--- config.mk ---
export PLATFORM = sky130hd
export DESIGN_NAME = arbitro_memoria_datos_flat
export DESIGN_NICKNAME = d
export VERILOG_FILES = /design/src/rtl/arbitro_memoria_datos_if.sv /design/src/rtl/arbitro_memoria_datos.sv /design/src/flat_wrapper.sv
export SDC_FILE = /design/constraint.sdc
export NUM_CORES = 1
export LEC_CHECK = 0
export ABC_AREA = 1
export BUFFER_PORTS_ARGS = -buffer_cell sky130_fd_sc_hd__buf_2
export CAP_MARGIN = 20
export CORE_MARGIN = 5
export CORE_UTILIZATION = 49
export DETAILED_ROUTE_END_ITERATION = 7
export PLACE_DENSITY = 0.84
export SYNTH_ARGS = -nofsm -noshare
export SYNTH_HDL_FRONTEND = slang
export SYNTH_SLANG_ARGS = --single-unit
--- constraint.sdc ---
create_clock -name clk -period 3.25 [get_ports clk]
set_clock_uncertainty 0.1 [all_clocks]
set_input_delay 0.65 -clock clk [delete_from_list [all_inputs] [get_ports clk]]
set_output_delay 0.65 -clock clk [all_outputs]
set_load 0.1 [all_outputs]
--- src/rtl/arbitro_memoria_datos_if.sv ---
// Bus bundle between the two requesters, the arbiter and memoriaDatos.
// The master side drives requests and the memory's read data; the slave side is the arbiter.
interface arbitro_memoria_datos_if #(
  parameter int SIZE = 32
);
  logic            req0, req1;
  logic            we0, we1;
  logic            is_byte0, is_byte1;
  logic [SIZE-1:0] addr0, addr1;
  logic [SIZE-1:0] wdata0, wdata1;
  logic            ack0, ack1;
  logic            err0, err1;
  logic [SIZE-1:0] rdata0, rdata1;
  logic [SIZE-1:0] mem_address;
  logic [SIZE-1:0] mem_dato;
  logic            mem_MemWrite;
  logic            mem_MemRead;
  logic            mem_is_byte;
  logic [SIZE-1:0] mem_datoLeido;
  logic            busy;
  logic            grant_id;

  modport master (
    output req0, req1, we0, we1, is_byte0, is_byte1, addr0, addr1, wdata0, wdata1,
    output mem_datoLeido,
    input  ack0, ack1, err0, err1, rdata0, rdata1,
    input  mem_address, mem_dato, mem_MemWrite, mem_MemRead, mem_is_byte, busy, grant_id
  );

  modport slave (
    input  req0, req1, we0, we1, is_byte0, is_byte1, addr0, addr1, wdata0, wdata1,
    input  mem_datoLeido,
    output ack0, ack1, err0, err1, rdata0, rdata1,
    output mem_address, mem_dato, mem_MemWrite, mem_MemRead, mem_is_byte, busy, grant_id
  );
endinterface

--- src/rtl/arbitro_memoria_datos.sv ---
// Two-port round-robin arbiter and access sequencer for memoriaDatos.
// IDLE -> ACCESS (WAIT_CYCLES) -> RESP -> IDLE; rejected accesses skip ACCESS.
module arbitro_memoria_datos #(
  parameter int          SIZE        = 32,
  parameter int unsigned SIZE_MEM    = 32'h7FF,
  parameter int          WAIT_CYCLES = 1,
  parameter int          CHECK_ALIGN = 1
) (
  input  logic clk,
  input  logic rst_n,
  arbitro_memoria_datos_if.slave bus
);
  localparam int NP = 2;
  localparam int CW = (WAIT_CYCLES > 1) ? $clog2(WAIT_CYCLES) : 1;

  typedef enum logic [1:0] {IDLE = 2'd0, ACCESS = 2'd1, RESP = 2'd2} state_t;

  typedef struct packed {
    logic            we;
    logic            is_byte;
    logic [SIZE-1:0] addr;
    logic [SIZE-1:0] wdata;
  } req_t;

  state_t                   state_q, state_d;
  req_t   [NP-1:0]          port_req;
  logic   [NP-1:0]          req_v;
  req_t                     cur_q;
  logic                     gnt_q, err_q, prio_q;
  logic   [CW-1:0]          cnt_q;
  logic   [NP-1:0][SIZE-1:0] rdata_q;
  logic                     sel, sel_err;
  req_t                     sel_req;
  logic   [NP-1:0]          ack_v, err_v;

  assign req_v       = {bus.req1, bus.req0};
  assign port_req[0] = '{we: bus.we0, is_byte: bus.is_byte0, addr: bus.addr0, wdata: bus.wdata0};
  assign port_req[1] = '{we: bus.we1, is_byte: bus.is_byte1, addr: bus.addr1, wdata: bus.wdata1};

  // The last addressed byte of a word must still lie below SIZE_MEM.
  function automatic logic access_err(req_t r);
    if (r.is_byte) return r.addr >= SIZE'(SIZE_MEM);
    return (r.addr >= SIZE'(SIZE_MEM - 3)) || ((CHECK_ALIGN != 0) && (r.addr[1:0] != 2'b00));
  endfunction

  always_comb begin
    sel     = (req_v == 2'b11) ? prio_q : req_v[1];
    sel_req = port_req[sel];
    sel_err = access_err(sel_req);
  end

  always_ff @(posedge clk) begin
    if (!rst_n) state_q <= IDLE;
    else        state_q <= state_d;
  end

  always_comb begin
    state_d = state_q;
    case (state_q)
      IDLE:    if (|req_v) state_d = sel_err ? RESP : ACCESS;
      ACCESS:  if (cnt_q == '0) state_d = RESP;
      RESP:    state_d = IDLE;
      default: state_d = IDLE;
    endcase
  end

  always_ff @(posedge clk) begin
    if (!rst_n) begin
      cur_q   <= '0;
      gnt_q   <= 1'b0;
      err_q   <= 1'b0;
      prio_q  <= 1'b0;
      cnt_q   <= '0;
      rdata_q <= '0;
    end else begin
      case (state_q)
        IDLE: if (|req_v) begin
          cur_q <= sel_req;
          gnt_q <= sel;
          err_q <= sel_err;
          cnt_q <= CW'(WAIT_CYCLES - 1);
        end
        ACCESS: begin
          if (cnt_q == '0) begin
            for (int i = 0; i < NP; i++)
              if (!cur_q.we && gnt_q == 1'(i)) rdata_q[i] <= bus.mem_datoLeido;
          end else begin
            cnt_q <= cnt_q - 1'b1;
          end
        end
        RESP:    prio_q <= ~gnt_q;
        default: ;
      endcase
    end
  end

  for (genvar i = 0; i < NP; i++) begin : g_port
    assign ack_v[i] = (state_q == RESP) && (gnt_q == 1'(i));
    assign err_v[i] = ack_v[i] && err_q;
  end

  assign bus.ack0   = ack_v[0];
  assign bus.ack1   = ack_v[1];
  assign bus.err0   = err_v[0];
  assign bus.err1   = err_v[1];
  assign bus.rdata0 = rdata_q[0];
  assign bus.rdata1 = rdata_q[1];

  // The counter sits at its load value only in the first ACCESS cycle, so a store writes once.
  always_comb begin
    bus.mem_address  = '0;
    bus.mem_dato     = '0;
    bus.mem_is_byte  = 1'b0;
    bus.mem_MemRead  = 1'b0;
    bus.mem_MemWrite = 1'b0;
    bus.busy         = (state_q != IDLE);
    bus.grant_id     = (state_q != IDLE) ? gnt_q : 1'b0;
    if (state_q == ACCESS) begin
      bus.mem_address  = cur_q.addr;
      bus.mem_dato     = cur_q.wdata;
      bus.mem_is_byte  = cur_q.is_byte;
      bus.mem_MemRead  = ~cur_q.we;
      bus.mem_MemWrite = cur_q.we && (cnt_q == CW'(WAIT_CYCLES - 1));
    end
  end
endmodule

--- src/flat_wrapper.sv ---
// flat-port wrapper written by rule: the top's interface ports become plain ports
module arbitro_memoria_datos_flat 
#(
  parameter int          SIZE        = 32,
  parameter int unsigned SIZE_MEM    = 32'h7FF,
  parameter int          WAIT_CYCLES = 1,
  parameter int          CHECK_ALIGN = 1
)
  (clk, rst_n, bus_req0, bus_req1, bus_we0, bus_we1, bus_is_byte0, bus_is_byte1, bus_addr0, bus_addr1, bus_wdata0, bus_wdata1, bus_mem_datoLeido, bus_ack0, bus_ack1, bus_err0, bus_err1, bus_rdata0, bus_rdata1, bus_mem_address, bus_mem_dato, bus_mem_MemWrite, bus_mem_MemRead, bus_mem_is_byte, bus_busy, bus_grant_id);
  arbitro_memoria_datos_if #(.SIZE(SIZE)) bus_i ();
  input  logic clk;
  input  logic rst_n;
  input wire logic [$bits(bus_i.req0)-1:0] bus_req0;
  input wire logic [$bits(bus_i.req1)-1:0] bus_req1;
  input wire logic [$bits(bus_i.we0)-1:0] bus_we0;
  input wire logic [$bits(bus_i.we1)-1:0] bus_we1;
  input wire logic [$bits(bus_i.is_byte0)-1:0] bus_is_byte0;
  input wire logic [$bits(bus_i.is_byte1)-1:0] bus_is_byte1;
  input wire logic [$bits(bus_i.addr0)-1:0] bus_addr0;
  input wire logic [$bits(bus_i.addr1)-1:0] bus_addr1;
  input wire logic [$bits(bus_i.wdata0)-1:0] bus_wdata0;
  input wire logic [$bits(bus_i.wdata1)-1:0] bus_wdata1;
  input wire logic [$bits(bus_i.mem_datoLeido)-1:0] bus_mem_datoLeido;
  output wire logic [$bits(bus_i.ack0)-1:0] bus_ack0;
  output wire logic [$bits(bus_i.ack1)-1:0] bus_ack1;
  output wire logic [$bits(bus_i.err0)-1:0] bus_err0;
  output wire logic [$bits(bus_i.err1)-1:0] bus_err1;
  output wire logic [$bits(bus_i.rdata0)-1:0] bus_rdata0;
  output wire logic [$bits(bus_i.rdata1)-1:0] bus_rdata1;
  output wire logic [$bits(bus_i.mem_address)-1:0] bus_mem_address;
  output wire logic [$bits(bus_i.mem_dato)-1:0] bus_mem_dato;
  output wire logic [$bits(bus_i.mem_MemWrite)-1:0] bus_mem_MemWrite;
  output wire logic [$bits(bus_i.mem_MemRead)-1:0] bus_mem_MemRead;
  output wire logic [$bits(bus_i.mem_is_byte)-1:0] bus_mem_is_byte;
  output wire logic [$bits(bus_i.busy)-1:0] bus_busy;
  output wire logic [$bits(bus_i.grant_id)-1:0] bus_grant_id;
  assign bus_i.req0 = bus_req0;
  assign bus_i.req1 = bus_req1;
  assign bus_i.we0 = bus_we0;
  assign bus_i.we1 = bus_we1;
  assign bus_i.is_byte0 = bus_is_byte0;
  assign bus_i.is_byte1 = bus_is_byte1;
  assign bus_i.addr0 = bus_addr0;
  assign bus_i.addr1 = bus_addr1;
  assign bus_i.wdata0 = bus_wdata0;
  assign bus_i.wdata1 = bus_wdata1;
  assign bus_i.mem_datoLeido = bus_mem_datoLeido;
  assign bus_ack0 = bus_i.ack0;
  assign bus_ack1 = bus_i.ack1;
  assign bus_err0 = bus_i.err0;
  assign bus_err1 = bus_i.err1;
  assign bus_rdata0 = bus_i.rdata0;
  assign bus_rdata1 = bus_i.rdata1;
  assign bus_mem_address = bus_i.mem_address;
  assign bus_mem_dato = bus_i.mem_dato;
  assign bus_mem_MemWrite = bus_i.mem_MemWrite;
  assign bus_mem_MemRead = bus_i.mem_MemRead;
  assign bus_mem_is_byte = bus_i.mem_is_byte;
  assign bus_busy = bus_i.busy;
  assign bus_grant_id = bus_i.grant_id;
  arbitro_memoria_datos #(.SIZE(SIZE), .SIZE_MEM(SIZE_MEM), .WAIT_CYCLES(WAIT_CYCLES), .CHECK_ALIGN(CHECK_ALIGN)) u_core (.clk(clk), .rst_n(rst_n), .bus(bus_i));
endmodule
==> results of run 1 <==
-- Yosys cell counts (all sizes together) --
cell	instances
a211oi	1
a21oi	27
buf	24
clkbuf	39
dfxtp	135
inv	152
mux2i	1
nand2	154
nand3	57
nand3b	2
nor2	220
nor3	3
o211ai	42
o21ai	96
-- how the worst min path moves through the flow --
stage,startpoint,end,slack (ps),depth (start not counted)
4_1_cts,u_core.bus.rdata0[3],u_core.bus.rdata0[3],380,2
3_5_place_dp,u_core.bus.rdata0[3],u_core.bus.rdata0[3],370,2
2_1_floorplan,u_core.cur_q[22],u_core.cur_q[22],360,2
6_report,u_core.bus.rdata0[26],u_core.bus.rdata0[26],370,2
3_3_place_gp,u_core.bus.rdata1[18],u_core.bus.rdata1[18],360,2
5_1_grt,u_core.bus.rdata1[15],u_core.bus.rdata1[15],400,2
-- power by group --
group | total (uW) | internal, uW | switching (uW) | leakage (uW)
sequential | 1780 | 1740 | 39.9 | 0.00111
clock | 1770 | 1060 | 707 | 0.000264
combinational | 542 | 205 | 337 | 0.00327
total | 4090 | 3010 | 1080 | 0.00464
-- sequential cells by signal, summed over array words and instances (netlist names) --
signal             count
u_core.cur_q          66
u_core.bus.rdata0     32
u_core.bus.rdata1     32
u_core.state_q         2
u_core.err_q           1
u_core.gnt_q           1
u_core.prio_q          1
-- kinds of logic after synthesis --
logic type             after synthesis  share of synthesized area
AOI/OAI and AO/OA                  166                      0.151
and+or+nand+nor                    436                      0.278
DFF                                135                      0.433
buffers and inverters              215                      0.137
muxes                                1                    0.00160
-- per-stage QoR --
step	instances	setup WS, ps	cell area (um2)
floorplan	953	-8.26	6250
global placement	1377	519	7810
detailed placement	1377	453	7810
CTS	1409	406	8360
global route	1410	319	8390
finish	1410	418	8390
-- layer usage --
metal,GRT usage,up-vias,part of all wire
li1,-,3503,-
met3,0.0682,34,0.095
met4,0.0931,0,0.020
met1,0.296,3033,0.40
met2,0.438,293,0.49
met5,0,-,0
-- layout make-up --
type	instances	area [um2]
Timing Repair Buffer	316	1640
Tap cell	172	215
Sequential cell	135	2700
Multi-Input combinational cell	603	2700
Clock buffer	19	443
Fill cell	1143	4180
Inverter	152	571
Clock inverter	13	108
-- critical path: stages (launching register included) --
cell	delay [ps]
dfxtp_1	330
inv_1	50
nor2_1	110
inv_2	220
buf_4	300
nor2_1	190
buf_2	470
==> reports/metrics.cfg, run 1 <==
[power]
powerDensity_mw_per_mm2=488
vdd_ir_drop_max_mv=0.351
power_uw=4090
p_leak_uw=0.00464

[routing]
drc=0
wl_per_cell_um=13.7
drtIter0Drc=485
dr.pass1.iters=5
via_count=6863
vias_per_cell=4.87
ant_nets=0
finalWirelength_um=19300

[flow_run]
maxCapViolCount=0

[timing]
setup_viol=0
slew_violations=0
final_hold_viol_count=0
maxSlewHeadroom=0.319
hold_ws_ps=374
rsz0062_at_grt=false
finalCritPeriodShare=0.871
tightest_slew_ps=1020
fin_setup_tns_ps=0
min_period_ps=2830
fmax_ghz=0.353

[worst_setup_path]
reg2reg_depth=12
cp-end-kind=primary output
path_max_fanout=29
worstPathRequired_ps=2500
arrival_ps=2080
path_class=reg2out
worstSetupStartpointType=register
r2r-end=u_core.state_q[1]
r2r_slack_ps=800
crit_path_end=bus_mem_address[19]
startpoint=u_core.state_q[0]
regToRegStartpoint=u_core.prio_q

[global_routing]
antenna_found_initial=0
track_usage=0.252
grt_overflow=0
grt_first_pass_wirelength_um=30000
grt_max_degree=87
grt_pass1_vias=6273

[run_status]
status=completed

[final_layout]
drive_gt1_frac=0.290
layout_commonest_cell=buf_2
area_growth_pct=34.2
utilization=0.667
mostFrequentLayoutCells=304 x buf_2, 218 x nor2_1, 151 x nand2_1
num_antenna_cells=0
fin_nets=1393

[placement]
hpwlAfterDp_um=14400
gp_congestion=0.936
port_buffers=304

[floorplan]
dieHeight_um=123
boundaryPins=305
coreArea_mm2=0.0126
die_w_um=123
die_area_mm2=0.0151
start_util=0.497
num_rows=41

[clock_network]
cts_tree=yes
post_cts_buffers=0
cts_sinks=135
cts_root_buf=clkbuf_16
cts_hold_buf=0
cts_resized=0
cts_buffers=17
clk_transition_reported_paths_ps=60
h-tree-depth=4
clk_latency_ps=410
clk_path_buf_depth=2

[synth]
ys_seq_elements=135
synth_top_area_share=0.433
netlist_top_cells_area=dfxtp_1 43%, nor2_1 13%, nand2_1 9.1%
syn-num-nets=1121
yosysSeqAreaShare=0.433
syn-cell-area_mm2=0.00625
postSynthCellCount=953
avgSynthCellArea_um2=6.56
synth_warnings=0
ys_types=24
synth_top_area_cell=dfxtp_1

[min_path]
hp-class=reg2reg

No activity file was read; power rests on OpenSTA's default activity.
==> run 2: changes to the inputs <==
ABC_AREA = default   (was 1)
PLACE_DENSITY = 0.85   (was 0.84)
==> run 2 against run 1 <==
Sequential cell count unchanged. Critical path depth is 2 lower. Combinational power down 13%. Non-clock buffer count decreased by 1. Critical path type unchanged. Highest routed layer is now met5.
==> reports/metrics.cfg, run 2 <==
[run_status]
status=completed

[synth]
synth_top_area_cell=dfxtp_1
synth_edf_count=0
ys_types=33
avgSynthCellArea_um2=7.64
synth_common_cells=201 x nand2_1, 135 x dfxtp_1, 75 x nor2_1
async_flop_share=0
syn-num-nets=968
yosysSeqAreaShare=0.442
netlist_top_cells_area=dfxtp_1 44%, nand2_1 12%, a311oi_1 9.5%
synth_flop_cell=dfxtp_1
synth_top_area_share=0.442
postSynthCellCount=800
syn-cell-area_mm2=0.00611
synth.most_common_cell=nand2_1
ys_seq_elements=135
synth_warnings=0

[final_layout]
layout_commonest_cell=buf_2
mostFrequentLayoutCells=304 x buf_2, 201 x nand2_1, 135 x dfxtp_1
area_growth_pct=34.4
fin_nets=1230
utilization=0.678
largest_reg_flops=66
fillers=1066
regMostFlops=u_core.cur_q
drive_gt1_frac=0.332

[worst_setup_path]
cp-end-kind=primary output
path_class=reg2out
worstSetupStartpointType=register
reg2reg_depth=5
arrival_ps=2190
regToRegStartpoint=u_core.prio_q
worstPathRequired_ps=2500
r2r-end=u_core.state_q[0]
r2r_slack_ps=1100
path_max_fanout=41

[flow_run]
maxCapViolCount=0

[global_routing]
grt_overflow=0
track_usage=0.268
antenna_found_initial=3
grt_pass1_vias=6417
grt_max_degree=91
grt_first_pass_wirelength_um=31500

[min_path]
hp-class=reg2reg
hp-start=u_core.bus.rdata0[4]
holdPathStages=2
whs_endpoint=u_core.bus.rdata0[4]

[floorplan]
die_area_mm2=0.0148
start_util=0.504
boundaryPins=305
num_rows=40
dieHeight_um=122
coreArea_mm2=0.0121
die_w_um=122

[power]
p_sw_uw=1060
internal_power_uw=3010
power.share.clock=0.444
vdd_ir_drop_max_mv=0.299
powerDensity_mw_per_mm2=496
combPwrFrac=0.115
seqPwrFrac=0.441
p_leak_uw=0.00381
swShare=0.261

[clock_network]
cts_sinks=135
cts_root_buf=clkbuf_16
clk_path_buf_depth=2
cts_tree=yes
clk_latency_ps=410
h-tree-depth=4
clk_transition_reported_paths_ps=60
cts_resized=0
cts_buffers=17
cts_hold_buf=0
post_cts_buffers=0

[timing]
tightest_slew_ps=807
min_period_ps=2940
rsz0062_at_grt=false
setup_viol=0
fin_setup_tns_ps=0
slew_violations=0
fmax_ghz=0.340
setup_slack_ps=309
maxSlewHeadroom=0.462
finalCritPeriodShare=0.905
final_hold_viol_count=0

[routing]
finalWirelength_um=20900
drtIter0Drc=573
wl_per_cell_um=16.8
via_count=6800
dr.pass1.iters=5
vias_per_cell=5.46
ant_nets=0
drc=0

[placement]
gp_congestion=0.863
preCtsSetupSlack_ps=722
hpwlAfterDp_um=14800
port_buffers=304

[run 2: cell types whose count changed in the layout (fill, tap and decap cells not counted), sizes merged, moves of 3 or more]
cell    delta
inv      -148
nor2     -143
o21ai     -93
and2      +71
a311oi    +66
nand2     +48
a21oi     +41
o211ai    -40
nand3     +14
nor4      +10
clkinv     -3
[run 2: kinds of logic after synthesis]
logic type / count (synthesis) / share of synthesized area
flops: 135 / 0.442
buf+inv: 76 / 0.0633
compound gates: 145 / 0.164
simple gates: 443 / 0.329
mux: 1 / 0.00164
[run 2: worst max-delay path: stages, from the launching register on]
cell and delay (ps):
dfxtp_1 440, nor2b_4 510, buf_12 240, and2_1 150, buf_2 420
[run 2: power groups by stage]
stage | logic (uW) | registers [uW] | clock network [uW]
3_5_place_dp | 464 | 1830 | 0
5_1_grt | 517 | 1800 | 1910
6_report | 469 | 1800 | 1810
4_1_cts | 466 | 1790 | 1840
2_1_floorplan | 302 | 1810 | 0
3_3_place_gp | 454 | 1830 | 0
[run 2: area by class of cell]
cell class	count	area, um2	share of cell area
flip-flops and latches	135	2700	0.329
clock inverters	12	104	0.0126
clock buffers	20	457	0.0556
repair buffers	315	1680	0.205
multi-input cells	589	3040	0.370
diodes	2	5.00	0.000609
inverters	4	17.5	0.00213
well taps	168	210	0.0256
[run 2: worst max path at each step]
stage / startpoint / endpoint / slack [ps] / cells past startpoint
finish: u_core.state_q[0] / bus_mem_address[28] / 310 / 4
global route: u_core.state_q[0] / bus_mem_dato[6] / 150 / 4
CTS: u_core.state_q[0] / bus_mem_address[6] / 280 / 4
detailed placement: u_core.state_q[0] / bus_mem_address[6] / 720 / 4
global placement: u_core.state_q[0] / bus_mem_dato[11] / 760 / 4
floorplan: u_core.state_q[1] / bus_err0 / 250 / 3
[run 2: per-stage QoR]
step | total power [uW] | std cells | cell area (um2) | hold WS, ps
after CTS | 4100 | 1241 | 8150 | 351
after floorplan | 2110 | 800 | 6110 | 372
after global placement | 2280 | 1209 | 7590 | 339
final | 4070 | 1245 | 8210 | 349
after detailed placement | 2290 | 1209 | 7590 | 343
after global routing | 4230 | 1245 | 8210 | 370
[run 2: metal layers]
layer,global-route usage,wire [um],vias to the layer above
li1,-,-,3269
met1,0.305,7800,3110
met2,0.457,10300,359
met3,0.0836,2000,60
met4,0.126,789,2
met5,0,7,-
